`src/rtl/mdu_seq_ctrl_pkg.sv`:
```
// Shared MDU encodings: op codes and sequencer state codes, also used by the
// decoder and hazard unit.
package mdu_seq_ctrl_pkg;

  localparam logic [1:0] MDU_MULTU = 2'b00;
  localparam logic [1:0] MDU_MULT  = 2'b01;
  localparam logic [1:0] MDU_DIVU  = 2'b10;
  localparam logic [1:0] MDU_DIV   = 2'b11;

  localparam logic [1:0] S_IDLE = 2'd0;
  localparam logic [1:0] S_PREP = 2'd1;
  localparam logic [1:0] S_CALC = 2'd2;
  localparam logic [1:0] S_FIX  = 2'd3;

  function automatic logic op_is_div(input logic [1:0] op);
    return op[1];
  endfunction

  function automatic logic op_is_signed(input logic [1:0] op);
    return op[0];
  endfunction

endpackage

```
`src/rtl/mdu_seq_ctrl_step.sv`:
```
// One radix-2 iteration on {acc, q}: shift-add for multiply (multiplier in q,
// product shifts right into q), restoring trial-subtract for divide (dividend
// shifts left out of q, quotient bits shift in).
module mdu_seq_ctrl_step #(
  parameter int WIDTH = 32
) (
  input  logic             div,
  input  logic [WIDTH-1:0] acc,
  input  logic [WIDTH-1:0] q,
  input  logic [WIDTH-1:0] m,
  output logic [WIDTH-1:0] acc_nxt,
  output logic [WIDTH-1:0] q_nxt
);

  logic [WIDTH:0]   sum;
  logic [WIDTH:0]   shifted;
  logic [WIDTH+1:0] diff;

  // Single combinational iteration; the divide path keeps the trial
  // difference only when it did not go negative.
  always_comb begin
    sum     = {1'b0, acc} + (q[0] ? {1'b0, m} : '0);
    shifted = {acc, q[WIDTH-1]};
    diff    = {1'b0, shifted} - {2'b00, m};
    if (div) begin
      if (!(diff[WIDTH+1] | diff[WIDTH])) begin
        acc_nxt = diff[WIDTH-1:0];
        q_nxt   = {q[WIDTH-2:0], 1'b1};
      end else begin
        acc_nxt = shifted[WIDTH-1:0];
        q_nxt   = {q[WIDTH-2:0], 1'b0};
      end
    end else begin
      acc_nxt = sum[WIDTH:1];
      q_nxt   = {sum[0], q[WIDTH-1:1]};
    end
  end

endmodule

```
`src/rtl/mdu_seq_ctrl.sv`:
```
// Multi-cycle MULT/MULTU/DIV/DIVU sequencer owning HI/LO. Operates on
// magnitudes and applies signs in FIX; the fixed-up result is staged one
// cycle and then written to HI/LO together with the done pulse. busy is a
// registered view of the FSM so it lines up with that write-back stage.
import mdu_seq_ctrl_pkg::*;

module mdu_seq_ctrl #(
  parameter int WIDTH = 32,
  parameter int CNT_W = 6
) (
  input  logic             clk,
  input  logic             rst_n,
  input  logic             start,
  input  logic [1:0]       op,
  input  logic [WIDTH-1:0] a,
  input  logic [WIDTH-1:0] b,
  input  logic             cancel,
  input  logic             mthi,
  input  logic             mtlo,
  input  logic [WIDTH-1:0] hi_wdata,
  input  logic [WIDTH-1:0] lo_wdata,
  output logic             busy,
  output logic             done,
  output logic [WIDTH-1:0] hi,
  output logic [WIDTH-1:0] lo
);

  logic [1:0]         state;
  logic [CNT_W-1:0]   cnt;
  logic [1:0]         op_q;
  logic [WIDTH-1:0]   a_q, b_q;
  logic [WIDTH-1:0]   acc, quo, mcand;
  logic [WIDTH-1:0]   acc_nxt, q_nxt;
  logic               neg_lo, neg_hi, sgn;
  logic [2*WIDTH-1:0] prod;
  logic [WIDTH-1:0]   fix_hi, fix_lo, res_hi, res_lo;
  logic               wb, busy_q, done_q;
  logic [WIDTH-1:0]   hi_q, lo_q;
  logic               accept;

  function automatic logic [WIDTH-1:0] mag(input logic [WIDTH-1:0] v, input logic s);
    return (s && v[WIDTH-1]) ? (~v + 1'b1) : v;
  endfunction

  // busy_q also covers the write-back cycle, so it blocks new ops until HI/LO land
  assign accept = (state == S_IDLE) && start && !cancel && !busy_q;
  assign sgn    = op_is_signed(op_q);

  mdu_seq_ctrl_step #(.WIDTH(WIDTH)) u_step (
    .div     (op_is_div(op_q)),
    .acc     (acc),
    .q       (quo),
    .m       (mcand),
    .acc_nxt (acc_nxt),
    .q_nxt   (q_nxt)
  );

  // Sign fix-up of the magnitude result, plus the divide-by-zero override
  always_comb begin
    prod = {acc, quo};
    if (neg_lo) prod = ~prod + 1'b1;
    fix_hi = prod[2*WIDTH-1:WIDTH];
    fix_lo = prod[WIDTH-1:0];
    if (op_is_div(op_q)) begin
      fix_lo = neg_lo ? (~quo + 1'b1) : quo;
      fix_hi = neg_hi ? (~acc + 1'b1) : acc;
      if (b_q == '0) begin
        fix_lo = '1;
        fix_hi = a_q;
      end
    end
  end

  // FSM, iteration counter, write-back handshake and HI/LO registers
  always_ff @(posedge clk) begin
    if (!rst_n) begin
      state  <= S_IDLE;
      cnt    <= '0;
      wb     <= 1'b0;
      busy_q <= 1'b0;
      done_q <= 1'b0;
      hi_q   <= '0;
      lo_q   <= '0;
    end else begin
      done_q <= 1'b0;
      busy_q <= (state != S_IDLE) && !cancel;
      if (wb) begin
        wb <= 1'b0;
        if (!cancel) begin
          hi_q   <= res_hi;
          lo_q   <= res_lo;
          done_q <= 1'b1;
        end
      end else if (state == S_IDLE && !busy_q) begin
        if (mthi) hi_q <= hi_wdata;
        if (mtlo) lo_q <= lo_wdata;
      end
      if (cancel) begin
        state <= S_IDLE;
      end else begin
        case (state)
          S_IDLE: if (accept) state <= S_PREP;
          S_PREP: begin
            cnt   <= '0;
            state <= S_CALC;
          end
          S_CALC: begin
            cnt <= cnt + 1'b1;
            if (cnt == CNT_W'(WIDTH - 1)) state <= S_FIX;
          end
          default: begin
            wb    <= 1'b1;
            state <= S_IDLE;
          end
        endcase
      end
    end
  end

  // Operand latch and iteration datapath; no reset needed, FSM gates use
  always_ff @(posedge clk) begin
    if (accept) begin
      op_q <= op;
      a_q  <= a;
      b_q  <= b;
    end
    case (state)
      S_PREP: begin
        acc    <= '0;
        neg_lo <= sgn & (a_q[WIDTH-1] ^ b_q[WIDTH-1]);
        neg_hi <= sgn & a_q[WIDTH-1];
        if (op_is_div(op_q)) begin
          quo   <= mag(a_q, sgn);
          mcand <= mag(b_q, sgn);
        end else begin
          quo   <= mag(b_q, sgn);
          mcand <= mag(a_q, sgn);
        end
      end
      S_CALC: begin
        acc <= acc_nxt;
        quo <= q_nxt;
      end
      S_FIX: begin
        res_hi <= fix_hi;
        res_lo <= fix_lo;
      end
      default: ;
    endcase
  end

  assign busy = busy_q;
  assign done = done_q;
  assign hi   = hi_q;
  assign lo   = lo_q;

endmodule

```
`config.mk`:
```
export PLATFORM = sky130hd
export DESIGN_NAME = mdu_seq_ctrl
export DESIGN_NICKNAME = d
export VERILOG_FILES = /design/src/rtl/mdu_seq_ctrl_pkg.sv /design/src/rtl/mdu_seq_ctrl_step.sv /design/src/rtl/mdu_seq_ctrl.sv
export SDC_FILE = /design/constraint.sdc
export NUM_CORES = 1
export LEC_CHECK = 0
export ABC_AREA = 1
export CAP_MARGIN = 25
export CORE_ASPECT_RATIO = 1.2
export CORE_MARGIN = 5
export CORE_UTILIZATION = 45
export CTS_CLUSTER_DIAMETER = 50
export CTS_CLUSTER_SIZE = 12
export DETAILED_ROUTE_END_ITERATION = 8
export PLACE_DENSITY_LB_ADDON = 0.25
export SKIP_LAST_GASP = 1
export SYNTH_ARGS = -nofsm -noshare
export SYNTH_HDL_FRONTEND = slang
export SYNTH_SLANG_ARGS = --single-unit
```
`constraint.sdc`:
```
create_clock -name clk -period 4.4 [get_ports clk]
set_input_delay 0.66 -clock clk [delete_from_list [all_inputs] [get_ports clk]]
set_output_delay 0.66 -clock clk [all_outputs]
set_load 0.05 [all_outputs]
```
Word-level counts from Yosys, hierarchy flattened
Index checks and enable logic that the tools add are counted.

word-level totals
  register bits = 303

operators by class
  $add $sub $neg = 8
  equal/unequal tests = 7
  mux-type cells = 32
  bitwise operators = 11
  reduce and logical (&&, ||, !) cells = 23

operators with widths
  cell                                                             number
  32-bit two-way mux                                               22
  32-bit by 1-bit adder with 32-bit output, second input constant  4
  32-bit NOT                                                       4
  32-bit one-hot mux with 2 select lines                           2
  64-bit by 1-bit adder with 64-bit output, second input constant  1
  64-bit two-way mux                                               1
  64-bit NOT                                                       1
  33-bit by 32-bit subtractor with 34-bit output                   1
  32-bit by 33-bit adder with 33-bit output                        1
  32-bit zero test                                                 1
  6-bit one-hot mux with 2 select lines                            1
  2-bit nonzero test                                               5
  1-bit logical AND                                                7
  6-bit by 1-bit adder with 6-bit output, second input constant    1
  6-bit by 5-bit == test with 1-bit output, second input constant  1
  2-bit inequality test, second input constant                     3
  2-bit one-hot mux with 3 select lines                            1
  2-bit AND reduction                                              3
  3-bit AND reduction                                              2
  2-bit == test, second input constant                             2
  2-bit two-way mux                                                2
  1-bit two-way mux                                                3
  3-bit OR reduction                                               1
  1-bit AND                                                        2
  7 further kinds                                                  9

Logic depth before layout (Yosys ltp)
  depth in word-level cells = 6
  gate-level depth with buffers = 21
  gate-level depth less buffers = 19

Modules after synthesis
From an unflattened synthesis, not the netlist that was laid out.

second synthesis, totals
  cells, all modules = 3390
  area, all modules = 23042.1 µm²

modules (own cells, without submodules)
  module             instances  cells each  area each (µm²)
  mdu_seq_ctrl       1          2167        17061.4
  mdu_seq_ctrl_step  1          1223        5980.7

Least setup slack after synthesis
OpenSTA, ideal clock, no wires.

  path type = register to register
  from = reg state[0]
  to = reg state[0]
  setup time = 0.100 ns
  arrival = 4.456 ns
  required time = 4.300 ns
  slack = -0.156 ns
  stages on the path, launching flop included = 9
  buffers on the path = 0
  clock period less this slack = 4.556 ns
  path through = dfxtp_1 > inv_1 > ha_1 > inv_1 > nor2_1 > nand2_1 > nor2_1 > o21ai_0 > a221oi_1

on the way
  word-level cells in the longest chain between the ends = 6
  elaborated cells between the ends (all ways) = 10

RTL lines
  what                                    RTL line             RTL
  start, declared                         mdu_seq_ctrl.sv:28   logic [1:0] state;
  start signal, assigned                  mdu_seq_ctrl.sv:77   state <= S_IDLE;
  start signal, assigned                  mdu_seq_ctrl.sv:99   state <= S_IDLE;
  start signal, assigned                  mdu_seq_ctrl.sv:102  S_IDLE: if (accept) state <= S_PREP;
  2-bit zero test                         mdu_seq_ctrl.sv:46   assign accept = (state == S_IDLE) && start && !cancel && !busy_q;
  1-bit logical AND (3 in a row)          mdu_seq_ctrl.sv:46
  via accept                              mdu_seq_ctrl.sv:39   logic accept;
  2-bit inequality test (no source line)  n/a
  2-bit AND reduction (no source line)    n/a

The timed path passes the listed nets, and every way through them passes these cells.
A chain may end at the register's enable or synchronous reset.

Final worst setup path
  from = reg quo[31]
  to = reg acc[31] (data pin)

on the way
  word-level cells in the longest chain between the ends = 5

RTL lines
  what                                              RTL line                 RTL
  start, declared                                   mdu_seq_ctrl.sv:32       logic [WIDTH-1:0] acc, quo, mcand;
  start signal, assigned                            mdu_seq_ctrl.sv:133      quo <= mag(a_q, sgn);
  start signal, assigned                            mdu_seq_ctrl.sv:136      quo <= mag(b_q, sgn);
  start signal, assigned                            mdu_seq_ctrl.sv:142      quo <= q_nxt;
  33-bit by 32-bit subtractor with 34-bit output *  mdu_seq_ctrl_step.sv:24  diff = {1'b0, shifted} - {2'b00, m};
  1-bit bitwise OR                                  mdu_seq_ctrl_step.sv:26  if (!(diff[WIDTH+1] | diff[WIDTH])) begin
  32-bit two-way mux *                              mdu_seq_ctrl_step.sv:26
  32-bit two-way mux *                              mdu_seq_ctrl_step.sv:25  if (div) begin
  32-bit one-hot mux with 2 select lines *          mdu_seq_ctrl.sv:127      case (state)
  end signal, assigned                              mdu_seq_ctrl.sv:141      acc <= acc_nxt;
  end, declared                                     mdu_seq_ctrl.sv:32

Every way passes the cells marked *; elsewhere a longest branch is shown, timed or not.

==> impl_metrics.yaml <==
status:
  status: "finished clean"
logic_synthesis:
  async_flop_share_pct: 0
  yosysTopAreaCellShare_pct: 30.5
  syn_inst: 3107
  yosysUniqueCellTypes: 61
  synth_ff_type: "edfxtp_1"
  synthMuxAreaShare_pct: 0
  synth.avg_cell_area_um2: 7.23
  ys_warn_count: 0
  synthTopCellsByArea: "edfxtp_1 (30%), nand2_1 (15%), dfxtp_1 (6.7%)"
  synthXorXnorAreaFrac_pct: 5.38
  syn_nets: 3319
  synth_top_family_by_area: "simple AND/OR/NAND/NOR gates"
  synth_top_cell_by_area: "edfxtp_1"
  syn_area_mm2: 0.0225
  synth-edff-count: 228
  synthAdderAreaFrac_pct: 4.30
  yosysSeqAreaShare_pct: 37.2
  synthSimpleGateAreaFrac_pct: 31.3
  synth_compound_area_share_pct: 13.6
  ys_ff_latch: 303
sta:
  finalHoldViolCount: 0
  finalCritPeriodShare_pct: 82.3
  slew_viol_final: 0
  fmax_ghz: 0.276
  rsz0062_at_grt: "no"
  slew_headroom_pct: 39.2
  worst_pin_slew_ns: 0.911
  fin_crit_ns: 3.62
  clock_skew_ns: 0.0157
  fin_setup_tns_ns: 0
  finalSetupViolations: 0
setup_path:
  cp_top_family: "simple AND/OR/NAND/NOR gates"
  reg2reg_depth: 19
  worst_ep_arrival_time_ns: 4.08
  crit_buf_inv: 3
  crit_type: "register to register"
  slowest_stage: "edfxtp_1"
  r2r_setup_slack_ns: 0.78
  endpoint_kind: "register"
  max_stage_delay_ns: 0.51
  cp_max_fo: 24
  path_cells: "inv_1 > ha_1 > inv_1 > fa_1 > nand2_1 > nand2_1 > nand3_1 > nand2_2 > nand2_1 > nand2_2 > nand2_2 > nand2_2 > nand2_4 > nand2_4 > nor2_8 > nand3_1 > nand3_1 > nand2_1 > inv_1"
  cp-startpoint: "quo[31]"
  timing.rr.start: "quo[31]"
  rr_endpoint: "acc[31]"
  critPathRequiredTime_ns: 4.85
  critPathLaunchType: "register"
layout:
  final_nets: 3482
  final_core_util_pct: 53.4
  area_growth_pct: 17.2
  final_cell_mix: "nand2_1 (873), inv_1 (327), nor2_1 (317), o21ai_0 (241), edfxtp_1 (228)"
  final_common_cell: "nand2_1"
  fillCellCount: 4867
  drive_gt1_share_pct: 7.58
  seqCellArea_mm2: 0.00835
  multi_input_area_mm2: 0.0123
route:
  routed_wl_mm: 90.4
  ant_nets: 0
  first_pass_iters: 9
  vias: 22500
  drc: 0
  drt_iter0_drc: 3010
  post_drt_via_cell_ratio: 5.72
  wl_per_cell_um: 23.0
grt:
  grt_pass1_vias: 21100
  grt_first_pass_wirelength_mm: 132
  antenna_found_initial: 0
  grt_overflow: 0
  grt_max_degree: 73
  track_usage_pct: 31.7
cts:
  cts_hold_buf: 0
  clk_pin_slew_ns: 0.06
  cts_tree: "built"
  clockBufferDepth: 3
  cts_sinks: 303
  htreeDepth: 2
  root_buffer: "clkbuf_16"
  cts_buffers: 41
  postCtsResizedCells: 0
  cts_setup_buffers: 0
  clkLatencyLatePin_ns: 0.58
floorplanning:
  core_region_area_mm2: 0.0493
  die-area_mm2: 0.0545
  die_h_um: 255
  start_util_pct: 45.5
  die_w_um: 214
  fp-row-count: 89
  io_pins: 202
placed_design:
  io_buffers: 201
  dp_hpwl_mm: 72.1
  place_congestion: 1.06
power:
  p_leak_nw: 11.5
  power-per-cell-area_mw_per_mm2: 366
  ir_worst_vdd_uv: 299
worst_hold_path:
  worstHoldStart: "cnt[2]"
  min_to: "cnt[2]"
  hold_depth: 2
  hold_path.class: "register to register"
run:
  cap_violations: 0
==> metal layers <==
metal  vias to the layer above  wire length (um)  global-route usage (%)
li1                      10700                 -                       -
met1                     10500             37800                    43.0
met2                      1168             39900                    50.2
met3                       216              8370                    6.19
met4                         0              4370                    13.1
met5                         -                 0                       0
==> Yosys cell counts, drive strengths merged, types with 74 or more instances <==
library cell	number
o21ai	259
nand3	231
nor2	329
inv	348
a21oi	150
xor2	124
ha	74
dfxtp	75
a31oi	79
clkbuf	80
edfxtp	228
nand2	891
==> where the power goes <==
group	switching [W]	internal, W
sequential	0.000284	0.00335
combinational	0.00192	0.000897
clock	0.00140	0.00179
==> layout make-up <==
cell class                      instances  area share (%)
Multi-Input combinational cell       2339            46.6
Sequential cell                       303            31.7
Timing Repair Buffer                  236            8.79
Inverter                              349            4.99
Clock buffer                           49            4.05
Tap cell                              637            3.03
Clock inverter                         22           0.860
Antenna cell                            1         0.00950
==> cells by family (layout without fill, tap and decap cells) <==
| family | after synthesis | count (layout) |
|---|---|---|
| adder cells (fa/ha/maj) | 76 | 76 |
| buffers and inverters | 465 | 656 |
| AND/OR/NAND/NOR | 1576 | 1576 |
| XOR/XNOR | 138 | 138 |
| flip-flops | 303 | 303 |
| other | 0 | 1 |
| AO/OA/AOI/OAI | 549 | 549 |
==> metrics by stage <==
| step | hold WS, ns | std cells | cell area (um^2) | worst slack, ns | total power, W |
|---|---|---|---|---|---|
| after floorplan | 0.448 | 3107 | 22500 | 1.08 | 0.00538 |
| after global placement | 0.463 | 3862 | 25000 | 0.875 | 0.00641 |
| after detailed placement | 0.473 | 3863 | 25000 | 0.866 | 0.00643 |
| after CTS | 0.485 | 3934 | 26300 | 0.873 | 0.00962 |
| after global routing | 0.493 | 3935 | 26300 | 0.609 | 0.0100 |
| final | 0.479 | 3936 | 26300 | 0.779 | 0.00964 |
==> flip-flops by register name, indices dropped and copies added (netlist names), 2 cells and up <==
| register | flops |
|---|---|
| cnt | 6 |
| res_hi | 32 |
| b_q | 32 |
| acc | 32 |
| res_lo | 32 |
| a_q | 32 |
| hi | 32 |
| mcand | 32 |
| op_q | 2 |
| lo | 32 |
| quo | 32 |
| state | 2 |
==> worst min-delay path: stages, from the launching register on <==
cell and delay (ns):
dfxtp_1 0.32, inv_1 0.05, a211oi_1 0.06
==> how the worst max path moves through the flow <==
stage                 to  cells after the start
2_1_floorplan   state[0]                      8
3_3_place_gp     acc[31]                     19
3_5_place_dp   res_hi[4]                     12
4_1_cts        res_hi[4]                     12
5_1_grt          acc[17]                     17
6_report         acc[31]                     19
No activity file was read; power rests on OpenSTA's default activity.
